File: src/rtl/adff_write_arbiter_if.sv
// Request/response bundle between the requesters and the shared-register write arbiter.
// Latency: none, wires only.
// Backpressure: requesters hold req until gnt and ack; lock extends ownership for streaming writes.
interface adff_write_arbiter_if #(
   parameter int NREQ  = 4,
   parameter int WIDTH = 2
);
   localparam int OW = (NREQ > 1) ? $clog2(NREQ) : 1;

   logic [NREQ-1:0]       req;
   logic [NREQ*WIDTH-1:0] d;
   logic [NREQ-1:0]       lock;
   logic [NREQ-1:0]       gnt;
   logic                  ack;
   logic [WIDTH-1:0]      q;
   logic [OW-1:0]         owner;
   logic                  busy;

   // Requester side drives requests and data, observes the arbiter outputs.
   modport master (
      output req, d, lock,
      input  gnt, ack, q, owner, busy
   );

   // Arbiter side.
   modport slave (
      input  req, d, lock,
      output gnt, ack, q, owner, busy
   );
endinterface

File: src/rtl/adff_write_arbiter.sv
// Round-robin arbiter giving NREQ requesters write access to one shared WIDTH-bit register.
// Latency: grant one edge after a request in IDLE; write and ack on the following edge.
// Backpressure: non-owners wait until the next IDLE cycle; the owner may withdraw or hold via lock.
module adff_write_arbiter #(
   parameter int NREQ  = 4,
   parameter int WIDTH = 2
) (
   input  logic                 clk_i,
   input  logic                 arst_ni,
   adff_write_arbiter_if.slave  bus_if
);
   localparam int OW   = (NREQ > 1) ? $clog2(NREQ) : 1;
   localparam int IDXW = OW + 1;
   localparam logic [IDXW-1:0] NREQ_C = IDXW'(NREQ);

   typedef enum logic [1:0] {
      IDLE  = 2'd0,
      GRANT = 2'd1,
      HOLD  = 2'd2
   } state_e;

   state_e           state_q, state_d;
   logic [WIDTH-1:0] q_q, q_d;
   logic             ack_q, ack_d;
   logic [OW-1:0]    owner_q, owner_d;
   logic [OW-1:0]    ptr_q, ptr_d;

   logic [OW-1:0]    winner;
   logic             found;
   logic [IDXW-1:0]  idx;
   logic [OW-1:0]    owner_inc;
   logic             own_req;
   logic             own_lock;
   logic [WIDTH-1:0] own_dat;

   // Owner's request, lock and data slot; only the owner is looked at outside IDLE.
   assign own_req   = bus_if.req[owner_q];
   assign own_lock  = bus_if.lock[owner_q];
   assign own_dat   = bus_if.d[owner_q*WIDTH +: WIDTH];
   assign owner_inc = (owner_q == OW'(NREQ - 1)) ? '0 : owner_q + 1'b1;

   // Round-robin search: first active request starting at ptr, wrapping modulo NREQ.
   always_comb begin
      winner = ptr_q;
      found  = 1'b0;
      idx    = '0;
      for (int i = 0; i < NREQ; i++) begin
         idx = {1'b0, ptr_q} + IDXW'(i);
         if (idx >= NREQ_C) begin
            idx = idx - NREQ_C;
         end
         if (!found && bus_if.req[idx[OW-1:0]]) begin
            winner = idx[OW-1:0];
            found  = 1'b1;
         end
      end
   end

   // Next-state logic: grant in IDLE, write in GRANT/HOLD, pointer advances only after a write.
   always_comb begin
      state_d = state_q;
      q_d     = q_q;
      ack_d   = 1'b0;
      owner_d = owner_q;
      ptr_d   = ptr_q;
      case (state_q)
         IDLE: begin
            if (|bus_if.req) begin
               state_d = GRANT;
               owner_d = winner;
            end
         end
         GRANT: begin
            if (own_req) begin
               q_d   = own_dat;
               ack_d = 1'b1;
               if (own_lock) begin
                  state_d = HOLD;
               end else begin
                  state_d = IDLE;
                  ptr_d   = owner_inc;
               end
            end else begin
               // Withdrawal: nothing written, so the pointer stays put.
               state_d = IDLE;
            end
         end
         HOLD: begin
            if (own_req && own_lock) begin
               q_d   = own_dat;
               ack_d = 1'b1;
            end else begin
               // HOLD is only reached after a write, so the pointer always advances here.
               state_d = IDLE;
               ptr_d   = owner_inc;
            end
         end
         default: begin
            state_d = IDLE;
         end
      endcase
   end

   // State and datapath registers, cleared immediately by the asynchronous reset.
   always_ff @(posedge clk_i or negedge arst_ni) begin
      if (!arst_ni) begin
         state_q <= IDLE;
         q_q     <= '0;
         ack_q   <= 1'b0;
         owner_q <= '0;
         ptr_q   <= '0;
      end else begin
         state_q <= state_d;
         q_q     <= q_d;
         ack_q   <= ack_d;
         owner_q <= owner_d;
         ptr_q   <= ptr_d;
      end
   end

   // One-hot grant decoded from registered state and owner, zero in IDLE.
   always_comb begin
      bus_if.gnt = '0;
      if (state_q != IDLE) begin
         bus_if.gnt[owner_q] = 1'b1;
      end
   end

   assign bus_if.busy  = (state_q != IDLE);
   assign bus_if.ack   = ack_q;
   assign bus_if.q     = q_q;
   assign bus_if.owner = owner_q;

endmodule

File: src/flat_wrapper.sv
// flat-port wrapper written by rule: the top's interface ports become plain ports
module adff_write_arbiter_flat 
#(
   parameter int NREQ  = 4,
   parameter int WIDTH = 2
)
  (clk_i, arst_ni, bus_if_req, bus_if_d, bus_if_lock, bus_if_gnt, bus_if_ack, bus_if_q, bus_if_owner, bus_if_busy);
  adff_write_arbiter_if #(.NREQ(NREQ), .WIDTH(WIDTH)) bus_if_i ();
  input  logic clk_i;
  input  logic arst_ni;
  input wire logic [$bits(bus_if_i.req)-1:0] bus_if_req;
  input wire logic [$bits(bus_if_i.d)-1:0] bus_if_d;
  input wire logic [$bits(bus_if_i.lock)-1:0] bus_if_lock;
  output wire logic [$bits(bus_if_i.gnt)-1:0] bus_if_gnt;
  output wire logic [$bits(bus_if_i.ack)-1:0] bus_if_ack;
  output wire logic [$bits(bus_if_i.q)-1:0] bus_if_q;
  output wire logic [$bits(bus_if_i.owner)-1:0] bus_if_owner;
  output wire logic [$bits(bus_if_i.busy)-1:0] bus_if_busy;
  assign bus_if_i.req = bus_if_req;
  assign bus_if_i.d = bus_if_d;
  assign bus_if_i.lock = bus_if_lock;
  assign bus_if_gnt = bus_if_i.gnt;
  assign bus_if_ack = bus_if_i.ack;
  assign bus_if_q = bus_if_i.q;
  assign bus_if_owner = bus_if_i.owner;
  assign bus_if_busy = bus_if_i.busy;
  adff_write_arbiter #(.NREQ(NREQ), .WIDTH(WIDTH)) u_core (.clk_i(clk_i), .arst_ni(arst_ni), .bus_if(bus_if_i));
endmodule
File: config.mk
export PLATFORM = sky130hd
export DESIGN_NAME = adff_write_arbiter_flat
export DESIGN_NICKNAME = d
export VERILOG_FILES = /design/src/rtl/adff_write_arbiter_if.sv /design/src/rtl/adff_write_arbiter.sv /design/src/flat_wrapper.sv
export SDC_FILE = /design/constraint.sdc
export NUM_CORES = 1
export LEC_CHECK = 0
export BUFFER_PORTS_ARGS = -buffer_cell sky130_fd_sc_hd__buf_4
export CORE_MARGIN = 3
export CORE_UTILIZATION = 50
export CTS_BUF_LIST = sky130_fd_sc_hd__clkbuf_8
export DETAILED_ROUTE_END_ITERATION = 12
export PLACE_DENSITY_LB_ADDON = 0.05
export RECOVER_POWER = 25
export SLEW_MARGIN = 20
export SYNTH_ARGS = -nofsm -noshare
export SYNTH_HDL_FRONTEND = slang
export SYNTH_SLANG_ARGS = --single-unit
File: constraint.sdc
create_clock -name clk_i -period 2.6 [get_ports clk_i]
set_input_delay 0.13 -clock clk_i [delete_from_list [all_inputs] [get_ports clk_i]]
set_output_delay 0.13 -clock clk_i [all_outputs]
set_load 0.02 [all_outputs]
; ---- Word-level counts from Yosys, hierarchy flattened
; Index checks and enable logic that the tools add are counted.
[classes]
addsub = 8
mul = 0
div_mod_pow = 0
magnitude_cmp = 10
n_eq_ne = 8
shifts = 1
mux = 42
n_bitwise = 0
n_reduce_logical = 16
[ops]
columns = op, count
row1 = $mux W2, 18
row2 = $lt A2 B3 Y1 const B, 5
row3 = $bmux W1 S2, 6
row4 = $mux W1, 12
row5 = $ge A3 B3 Y1 const B, 3
row6 = $pmux W2 S2, 2
row7 = $shiftx A8 B4 Y2, 1
row8 = $sub A2 B1 Y2 const B, 4
row9 = $add A2 B2 Y3 const B, 2
row10 = $ne A2 B1 Y1 const B, 3
row11 = $pmux W2 S3, 1
row12 = $logic_and A1 B1 Y1, 5
row13 = $eq A2 B2 Y1 const B, 2
row14 = $mux W4, 1
row15 = $ne A2 B2 Y1 const B, 2
row16 = $reduce_and A2 Y1, 2
row17 = $reduce_and A4 Y1, 1
row18 = $reduce_bool A2 Y1, 2
row19 = $reduce_or A4 Y1, 1
row20 = $add A2 B1 Y3 const B, 1
row21 = $ge A2 B3 Y1 const B, 1
row22 = $logic_not A1 Y1, 3
row23 = $reduce_and A3 Y1, 1
row24 = $add A2 B1 Y2 const B, 1
row25 = other kinds (5), 5
[word_totals]
ff_bits = 9
latchBits = 0
mem_bits_rw = 0
rom_bits = 0
inputBits = 18
out_inout_bits = 10
wordCells = 90
n_memories = 0

; ---- Longest topological paths before layout
[depth]
ltp_word = 14
depth_mapped = 6
mapped_depth_nobuf = 6

; ---- Least setup slack after synthesis
; Ideal clock, no wire load.
[synth_timing]
path_kind = flip-flop to flip-flop
startpoint = register u_core.owner_q[0], in the netlist u_core.bus_if.owner[0]
endpoint = register u_core.q_q[0], in the netlist u_core.bus_if.q[0]
setup_ns = 0.125
arrival_time_ns = 1.843
required_ns = 2.475
setup_slack_ns = 0.632
stages_incl_launch_ff = 6
path_buffers = 1
synth_period_minus_slack_ns = 1.968
path_cell_list = dfrtp_1 > buf_6 > mux4_2 > o21a_1 > o21ai_2 > mux2_2
[synth_between]
elab_chain_len = 5
elab_cells_between_ends = 12
cone_classes = eq/ne: 2 / shift: 1 / mux: 7 / reduce/logical: 2
[synth_lines]
columns = item, line
row1 = from (decl), adff_write_arbiter.sv:25  ; logic [OW-1:0] owner_q, owner_d;
row2 = from (signal assigned), adff_write_arbiter.sv:116  ; owner_q <= owner_d;
row3 = $bmux W1 S2 (on tied branches), "adff_write_arbiter.sv:37, adff_write_arbiter.sv:38"
row4 = $mux W1 (on tied branches), "adff_write_arbiter.sv:37, adff_write_arbiter.sv:38"
row5 = $logic_and A1 B1 Y1, adff_write_arbiter.sv:89  ; if (own_req && own_lock) begin
row6 = $ne A2 B1 Y1 (no source line), -
row7 = $reduce_and A3 Y1 (no source line), -
row8 = to (signal assigned), adff_write_arbiter.sv:114  ; q_q <= q_d;
row9 = to (decl), adff_write_arbiter.sv:23  ; logic [WIDTH-1:0] q_q, q_d;
; Several ways; a longest one is shown, not always the timed one. The select of a mux whose other input is x is not followed.
; A chain may end at the register's enable or synchronous reset.

; ---- Worst setup path in the final report
; Same ends and word-level chain as after synthesis.

==> results.yml <==
floorplanning:
  row_count: 13
  die_height_um: 44.5
  dieArea_mm2: 0.00198
  fp.coreArea_mm2: 0.00135
  die_w_um: 44.5
  io_pins: 28
  start_util: 0.548
detailed_routing:
  ant_nets: 0
  drc_errors: 0
  dr.first_iter.drc_count: 8
  wl_um: 1540
  wl_per_cell_um: 13.2
  viasPerCell: 5.37
  drt-pass1-iter-count: 4
  num_vias: 628
cts:
  post_cts_buffers: 0
  cts.sinks: 9
  clk_pin_slew_ps: 50
  cts_made_buffers: 3
  cts-resized-gates: 0
  clockBufferDepth: 2
  clk_latency_ps: 240
  cts-root-buf: "clkbuf_8"
  postCtsHoldBufs: 1
  cts-htree-levels: 1
  cts_tree: "built"
power_and_ir_drop:
  power_density_mw_per_mm2: 1240
  vdd_ir_drop_max_v: 0.000700
  p_leak_uw: 0.000480
layout:
  syn2layout_area_growth_pct: 35.4
  fillers: 101
  drive_gt1_frac: 0.382
  multiInputGateArea_um2: 477
  final_nets: 129
  final-seq-area_um2: 225
  antenna_cells: 0
  mostFrequentLayoutCells: "buf_4 (26), dfrtp_1 (9), inv_1 (8), ha_1 (8), nor2b_1 (7)"
  final_common_cell: "buf_4"
grt:
  grt_pass1_vias: 588
  antenna_found_initial: 0
  grt_remaining_overflow: 0
  grt_pass1_wl_um: 2550
  grt_start_max_net_pins: 11
  grt_usage: 0.180
timing:
  fin_crit_ps: 2020
  setup_slack_ps: 579
  tightest_slew_ps: 513
  fmax_ghz: 0.495
  final.period_utilization: 0.777
  fin_tns_setup_ps: 0
  relSlewSlack: 0.658
  finClkSkew_ps: 8.15
  setup_violations: 0
  rsz0062_at_grt: "no"
  final_max_slew_viol_count: 0
  hold_viol: 0
yosys:
  netlist_area_um2: 739
  syn_inst: 71
  ys_seq_area_frac: 0.305
  yosys_warnings: 0
  ys_ff_latch: 9
  ys_types: 24
  syn_nets: 97
  syn_avg_cell_area_um2: 10.4
setup_path:
  startpoint_type: "flip-flop"
  r2r_setup_slack_ps: 580
  critPathCaptureType: "flip-flop"
  crit_slowest_cell: "mux4_2"
  cp_max_fo: 10
  worstPathCellList: "mux4_2, o21a_1, o21ai_2, mux2_2"
  critical-path-max-stage-delay_ps: 620
  required_ps: 2710
  critical_path_arrival_ps: 2130
  critPathKind: "flip-flop to flip-flop"
run:
  maxCapViolations: 0
placed_design:
  pre_cts_ws_ps: 604
  port_buffers: 27
  dpl.hpwl_um: 1180
  gpl.final_weighted_congestion: 0.835
outcome:
  status: "finished, final reports clean"
hold_path:
  hold_class: "primary input to flip-flop"
[sequential cells by signal (all words and copies together), names as in the netlist]
name / count
u_core.bus_if.owner: 2
u_core.bus_if.q: 2
u_core.ptr_q: 2
u_core.state_q: 2
u_core.bus_if.ack: 1
[report_power, final]
part | switching [uW] | internal, uW
Combinational | 381 | 403
Clock | 56.4 | 103
Sequential | 87.0 | 215
Total | 524 | 721
[cell usage after synthesis (all sizes together)]
cell type / n / area [um^2]
a21boi: 1 / 11.3
nand4: 1 / 6.26
ha: 8 / 100
inv: 7 / 26.3
and2: 1 / 8.76
nand2b: 2 / 12.5
nand2: 5 / 18.8
o21ai: 4 / 23.8
a21oi: 4 / 20.0
nor2: 4 / 15.0
buf: 1 / 11.3
o21a: 2 / 15.0
nor3: 2 / 10.0
nor4: 1 / 6.26
mux2: 5 / 56.3
dfrtp: 9 / 225
a211oi: 1 / 7.51
mux4: 4 / 97.6
a2bb2oi: 1 / 15.0
o221ai: 1 / 8.76
nor2b: 7 / 43.8
[final timing paths]
check,startpoint,cells after the start,end
setup / recovery,u_core.bus_if.owner[0]$_DFFE_PN0P_,4,u_core.bus_if.q[0]$_DFFE_PN0P_
hold / removal,bus_if_req[1],4,u_core.bus_if.owner[1]$_DFFE_PN0P_
setup reg to reg,u_core.bus_if.owner[0]$_DFFE_PN0P_,4,u_core.bus_if.q[0]$_DFFE_PN0P_
hold reg to reg,u_core.bus_if.q[1]$_DFFE_PN0P_,1,u_core.bus_if.q[1]$_DFFE_PN0P_
max in group asynchronous,arst_ni,2,u_core.bus_if.q[1]$_DFFE_PN0P_
min in group asynchronous,arst_ni,2,u_core.bus_if.owner[0]$_DFFE_PN0P_
[logic make-up after synthesis]
group,synth area share
and+or+nand+nor,0.164
AOI/OAI and AO/OA,0.137
muxes,0.208
DFF,0.305
buffers and inverters,0.0508
adders and majority gates,0.135
[metal layers]
layer / part of all wire / GRT usage
met1: 0.44 / 0.249
met3: 0.099 / 0.0772
met4: 0.0071 / 0.0542
met2: 0.45 / 0.253
met5: 0 / 0
[area by class of cell]
| cell class | count | area share |
|---|---|---|
| tap | 15 | 0.0188 |
| multi-input combinational | 54 | 0.476 |
| clock buffer | 3 | 0.0413 |
| timing repair buffer | 28 | 0.209 |
| sequential | 9 | 0.225 |
| clock inverter | 1 | 0.00375 |
| inverter | 7 | 0.0263 |
[metrics by stage]
step / total power, uW / util / cells / area, um^2 / hold WS [ps]
global route: 1340 / 0.741 / 117 / 1000 / 293
floorplan: 867 / - / 71 / 739 / -166
CTS: 1260 / 0.744 / 117 / 1000 / 249
finish: 1250 / 0.741 / 117 / 1000 / 279
global placement: 1080 / 0.703 / 112 / 950 / -39.9
detailed placement: 1090 / 0.703 / 112 / 950 / -39.6
[worst max-delay path, delay by kind of cell, from the launching register on]
kind,cells,cell delay (ps)
muxes,2,970
AOI/OAI and AO/OA,2,340
DFF,1,590
Power figures use the tool's default switching activity.
